$ cat src/rtl/conv_enc_pkg.sv
// Shared constants, types and parity helper for the rate-1/2 convolutional codec.
// Used by both the encoder and the Viterbi decoder's branch-metric logic.
package conv_enc_pkg;

  localparam int ENC_K    = 3;
  localparam int ENC_KMAX = 32;

  localparam logic [ENC_K-1:0] ENC_G0 = 3'b111;
  localparam logic [ENC_K-1:0] ENC_G1 = 3'b101;

  typedef logic [ENC_K-2:0] enc_state_t;
  typedef logic [1:0]       enc_sym_t;

  // Operands are zero-extended to ENC_KMAX so any constraint length up to 32 can share this helper.
  function automatic logic parity_f(input logic [ENC_KMAX-1:0] window,
                                    input logic [ENC_KMAX-1:0] gen);
    return ^(window & gen);
  endfunction

endpackage

$ cat src/rtl/conv_enc_parity.sv
// Combinational window -> code symbol mapper {parity(G0), parity(G1)}.
// Also instantiated by the decoder to build its expected-symbol table.
module conv_enc_parity
  import conv_enc_pkg::*;
#(
  parameter int             K  = ENC_K,
  parameter logic [K-1:0]   G0 = K'(ENC_G0),
  parameter logic [K-1:0]   G1 = K'(ENC_G1)
) (
  input  logic [K-1:0] i_window,
  output logic [1:0]   o_sym
);

  logic [ENC_KMAX-1:0] w_win;
  logic [ENC_KMAX-1:0] w_g0;
  logic [ENC_KMAX-1:0] w_g1;

  assign w_win = ENC_KMAX'(i_window);
  assign w_g0  = ENC_KMAX'(G0);
  assign w_g1  = ENC_KMAX'(G1);

  assign o_sym = {parity_f(w_win, w_g0), parity_f(w_win, w_g1)};

endmodule

$ cat src/rtl/conv_encoder.sv
// Rate-1/2 feed-forward convolutional encoder, one serial bit in, one registered 2-bit symbol out.
// Optional zero-tail flushing after a falling enable_i is built when ENC_TAIL_EN is defined.
module conv_encoder
  import conv_enc_pkg::*;
#(
  parameter int           K  = ENC_K,
  parameter logic [K-1:0] G0 = K'(ENC_G0),
  parameter logic [K-1:0] G1 = K'(ENC_G1)
) (
  input  logic       clk,
  input  logic       rst,
  input  logic       enable_i,
  input  logic       d_in,
  output logic       valid_o,
  output logic [1:0] d_out
);

  logic [K-2:0] r_state;
  logic [1:0]   r_sym;
  logic         r_valid;

  logic         w_bit;
  logic         w_encode;
  logic [K-1:0] w_window;
  logic [1:0]   w_sym;

`ifdef ENC_TAIL_EN
  localparam int TW = (K > 2) ? $clog2(K) : 1;

  logic          r_en_prev;
  logic [TW-1:0] r_tail_cnt;
  logic          w_tail_start;
  logic          w_tail_cont;

  // The first low-enable edge is itself tail cycle 1; r_tail_cnt holds the cycles still to go.
  assign w_tail_start = !enable_i && r_en_prev;
  assign w_tail_cont  = !enable_i && !r_en_prev && (r_tail_cnt != '0);
  assign w_encode     = enable_i || w_tail_start || w_tail_cont;
  assign w_bit        = enable_i && d_in;

  always_ff @(posedge clk) begin
    if (rst) begin
      r_en_prev  <= 1'b0;
      r_tail_cnt <= '0;
    end else begin
      r_en_prev <= enable_i;
      if (enable_i) begin
        r_tail_cnt <= '0;
      end else if (w_tail_start) begin
        r_tail_cnt <= TW'(K - 2);
      end else if (w_tail_cont) begin
        r_tail_cnt <= r_tail_cnt - TW'(1);
      end
    end
  end
`else
  assign w_encode = enable_i;
  assign w_bit    = d_in;
`endif

  // Newest past bit sits in r_state[K-2], directly below the incoming bit.
  assign w_window = {w_bit, r_state};

  conv_enc_parity #(
    .K  (K),
    .G0 (G0),
    .G1 (G1)
  ) u_parity (
    .i_window (w_window),
    .o_sym    (w_sym)
  );

  always_ff @(posedge clk) begin
    if (rst) begin
      r_state <= '0;
      r_sym   <= 2'b00;
      r_valid <= 1'b0;
    end else if (w_encode) begin
      r_state <= w_window[K-1:1];
      r_sym   <= w_sym;
      r_valid <= 1'b1;
    end else begin
      r_valid <= 1'b0;
    end
  end

  assign d_out   = r_sym;
  assign valid_o = r_valid;

endmodule

$ cat config.mk
export PLATFORM = sky130hd
export DESIGN_NAME = conv_encoder
export DESIGN_NICKNAME = d
export VERILOG_FILES = /design/src/rtl/conv_enc_pkg.sv /design/src/rtl/conv_enc_parity.sv /design/src/rtl/conv_encoder.sv
export SDC_FILE = /design/constraint.sdc
export NUM_CORES = 1
export LEC_CHECK = 0
export ABC_AREA = 1
export CORE_AREA = 3 3 40 42
export CTS_CLUSTER_SIZE = 16
export DETAILED_ROUTE_END_ITERATION = 6
export DIE_AREA = 0 0 43 45
export GPL_ROUTABILITY_DRIVEN = 0
export PLACE_DENSITY = 0.4
export SYNTH_ARGS = -nofsm -noshare
export SYNTH_HDL_FRONTEND = slang
export SYNTH_SLANG_ARGS = --single-unit
$ cat constraint.sdc
create_clock -name clk -period 1.4 [get_ports clk]
set_input_delay 0.14 -clock clk [delete_from_list [all_inputs] [get_ports clk]]
set_output_delay 0.14 -clock clk [all_outputs]
set_load 0.02 [all_outputs]
# Yosys cells after proc, flatten, opt, wreduce, memory -nomap -nowiden
# Cells that the tools add are included.
classes:
  mux: 1
  n_reduce_logical: 2
op_table:
  columns: ["cell", "n"]
  rows:
  - ["parity 32 bit", 2]
  - ["two-way mux 1 bit", 1]
totals:
  register_bits: 5
  inputBits: 4
  out_inout_bits: 3

# Logic depth before layout (Yosys ltp)
depth:
  ltp_word: 1
  depth_mapped: 7
  ltp_nobuf: 7

# Hierarchy
# A second synthesis with hierarchy kept.
unflattened:
  hier_cells: 40
  area_unflattened_um2: 251.5
modules_own_cells:
  columns: ["module", "n_inst", "cells_each", "area_each_um2", "seq_area_each_um2"]
  rows:
  - ["conv_encoder", 1, 29, 207.7, 100.1]
  - ["conv_enc_parity", 1, 11, 43.8, 0.0]

# Worst setup path before layout
# OpenSTA, ideal clock, no wires.
synth_timing:
  path_kind: "register to register"
  from: "register, netlist name d_out[1]"
  to: "register r_sym[1], in the netlist d_out[1]"
  setup_ns: 0.062
  t_arrival_ns: 0.727
  required_ns: 1.338
  setup_slack_ns: 0.611
  stages_incl_launch_ff: 7
  n_path_buf: 0
  path_cell_list: "dfxtp_1 > nand2_1 > nand2_1 > inv_1 > nand2_1 > nand2_1 > nor2_2"
synth_rtl:
  columns: ["element", "line", "rtl"]
  rows:
  - ["to (signal assigned)", "conv_encoder.sv:80", "r_sym <= w_sym;"]
  - ["to (decl)", "conv_encoder.sv:19", "logic [1:0] r_sym;"]

# Worst setup path after layout
layout_timing:
  from: "register r_sym[0], in the netlist d_out[0]"
  to: "output port d_out[0]"
layout_rtl:
  columns: ["element", "line", "rtl"]
  rows:
  - ["to (decl)", "conv_encoder.sv:15", "output logic [1:0] d_out"]
# No word-level cell between the ends.

==> metrics.cfg <==
[run_status]
status=complete, no violations

[drt]
dr.pass1.iters=4
ant_nets=0
finalWirelength_um=381
drtIter0Drc=3
wl_per_cell_um=7.19
route.vias.total=192
viasPerCell=3.62
drc=0

[setup_path]
critPathBufInv=1
cp_data_required_time_ns=1.26
critPathSlowestCell=clkdlybuf4s50_1
critPathKind=register to output pin
cp-end-kind=output pin
startpoint_type=register
path_delay_family=buffers and inverters
timing.rr.start=r_state[0]
worstPathMaxFanout=2
worstPathCellList=clkdlybuf4s50_1
arrival_ns=1.16
rr_worst_depth=5
reg2reg_to=d_out[1]
regToRegSetupSlack_ns=0.57
cp_slowest_stage_delay_ns=0.60

[final_layout]
instances_no_fill=53
area_delta_synth_final_pct=53.2
fillCellCount=140
n_antenna_cell=0
layout.nets=43
drive_gt1_frac=0.105
regArea_sq_um=100
multi_input_area_sq_um=71.3
final_area_sq_um=303

[clock_tree]
cts_tree=built
path_clk_slew_ns=0.04
cts_hold_buf=0
numCtsBuffers=3
htree_levels=1
clk_path_buf_depth=2
clkLatencyLatePin_ns=0.24
ctsRootBufferMaster=clkbuf_4
cts_resized=0
cts_setup_buffers=0
cts.sinks=5

[global_route]
grt_pass1_wl_um=648
grt_start_max_net_pins=7
grt_use_met1=0.0413
grt_use_met3=0.0637
grtUsageMet2=0.0689
grt_antenna_before_repair=0
grt_usage=0.0543
grt_most_used_layer=met2
globalRoute.totalOverflow=0
grt_pass1_vias=163

[floorplanning]
die_w_um=43
initial_core_util=0.154
die-area_sq_mm=0.00194
rows=13
ioPinCount=7
core_sq_mm=0.00128
dieHeight_um=45

[power]
internal_power_uw=289
pwr-share-seq=0.418
p_sw_uw=90.5
p_sw_frac=0.239
ir_worst_vdd_mv=0.537
power_uw=379
combPwrFrac=0.148
p_leak_uw=0.000149
powerDensity_mw_per_mm2=1250
pwr-share-clk=0.434

[min_path]
hold_path_end=valid_o
min_path_cells=2
hold_path_class=primary input to register
hp-start=rst

[logic_synthesis]
synthesis.area_sq_um=198
syn_inst=28
yosys.cell_types.count=9
ys_ff_latch=5
synth-seq-area-share=0.506
avgSynthCellArea_sq_um=7.06
yosysWarnings=0
synth_fp_nets=32

[placement]
place_area_sq_um=277
dpl_worst_slack_ns=0.195
dpl.hpwl_um=296
io_buffers=6
dp_cells=49

[sta]
finalWorstSetupSlack_ns=0.0974
period_needed_ns=1.30
hold_viol=0
max_freq_mhz=768
finalCritPeriodShare=0.930
setup_tns_ns=0
slew_violations=0
skew_ns=0.00258
max_slew.worst_pin.slew_ns=0.213
setup_violations=0
relSlewSlack=0.858
rsz0062_at_grt=false

[flow_run]
max_cap_violations=0

cell families after synthesis:
logic type      after synthesis  synth area share
compound gates                4             0.114
buf+inv                       7             0.133
flops                         5             0.506
simple gates                 12             0.247
how the worst max path moves through the flow:
stage                     startpoint       end  slack, ns  depth (start not counted)
after global placement      enable_i  d_out[1]       0.22                          8
after CTS                   d_out[0]  d_out[0]       0.08                          1
after detailed placement    enable_i  d_out[1]       0.19                          8
final                       d_out[0]  d_out[0]        0.1                          1
after global routing        d_out[0]  d_out[0]       0.03                          1
after floorplan             d_out[1]  d_out[1]       0.61                          6
cells in the mapped netlist, drive strengths merged:
master | instances | area [sq um]
a21oi | 2 | 10.0
dfxtp | 5 | 100
o211ai | 1 | 7.51
nor2 | 3 | 13.8
inv | 7 | 26.3
o21ai | 1 | 5.00
nand3 | 1 | 5.00
nand2 | 8 | 30.0
registers in the layout, indices dropped and copies added, names as in the netlist:
register	flops
r_state	2
valid_o	1
d_out	2
cells in the final DEF (no fill, tap or decap):
cell type / n
nand2_1: 8
inv_1: 7
clkdlybuf4s50_1: 6
dfxtp_1: 5
clkbuf_4: 3
nor2_1: 2
a21oi_1: 2
nand3_1: 1
nor2_2: 1
o211ai_1: 1
o21ai_0: 1
clkbuf_1: 1
power groups by stage:
stage                     clock network, uW  logic (uW)  registers [uW]
after floorplan                           0        22.4             168
after global routing                    192        62.9             159
after CTS                               177        57.1             158
after detailed placement                  0        57.0             161
final                                   164        56.2             158
after global placement                    0        57.5             161
routing by layer:
metal	vias to the layer above	wire, um
met5	-	0
met4	0	4
met3	2	46
met2	7	166
met1	79	164
li1	104	-
stage by stage:
stage / utilization / hold slack (ns)
after CTS: 0.236 / 0.441
after global placement: 0.215 / 0.474
after global routing: 0.236 / 0.468
after detailed placement: 0.215 / 0.464
final: 0.236 / 0.451
after floorplan: - / 0.212
final cells by class:
class / instances / area share
Sequential cell: 5 / 0.331
Tap cell: 15 / 0.0620
Clock buffer: 4 / 0.0868
Timing Repair Buffer: 6 / 0.198
Multi-Input combinational cell: 16 / 0.236
Inverter: 7 / 0.0868
No activity file was read; power rests on OpenSTA's default activity.
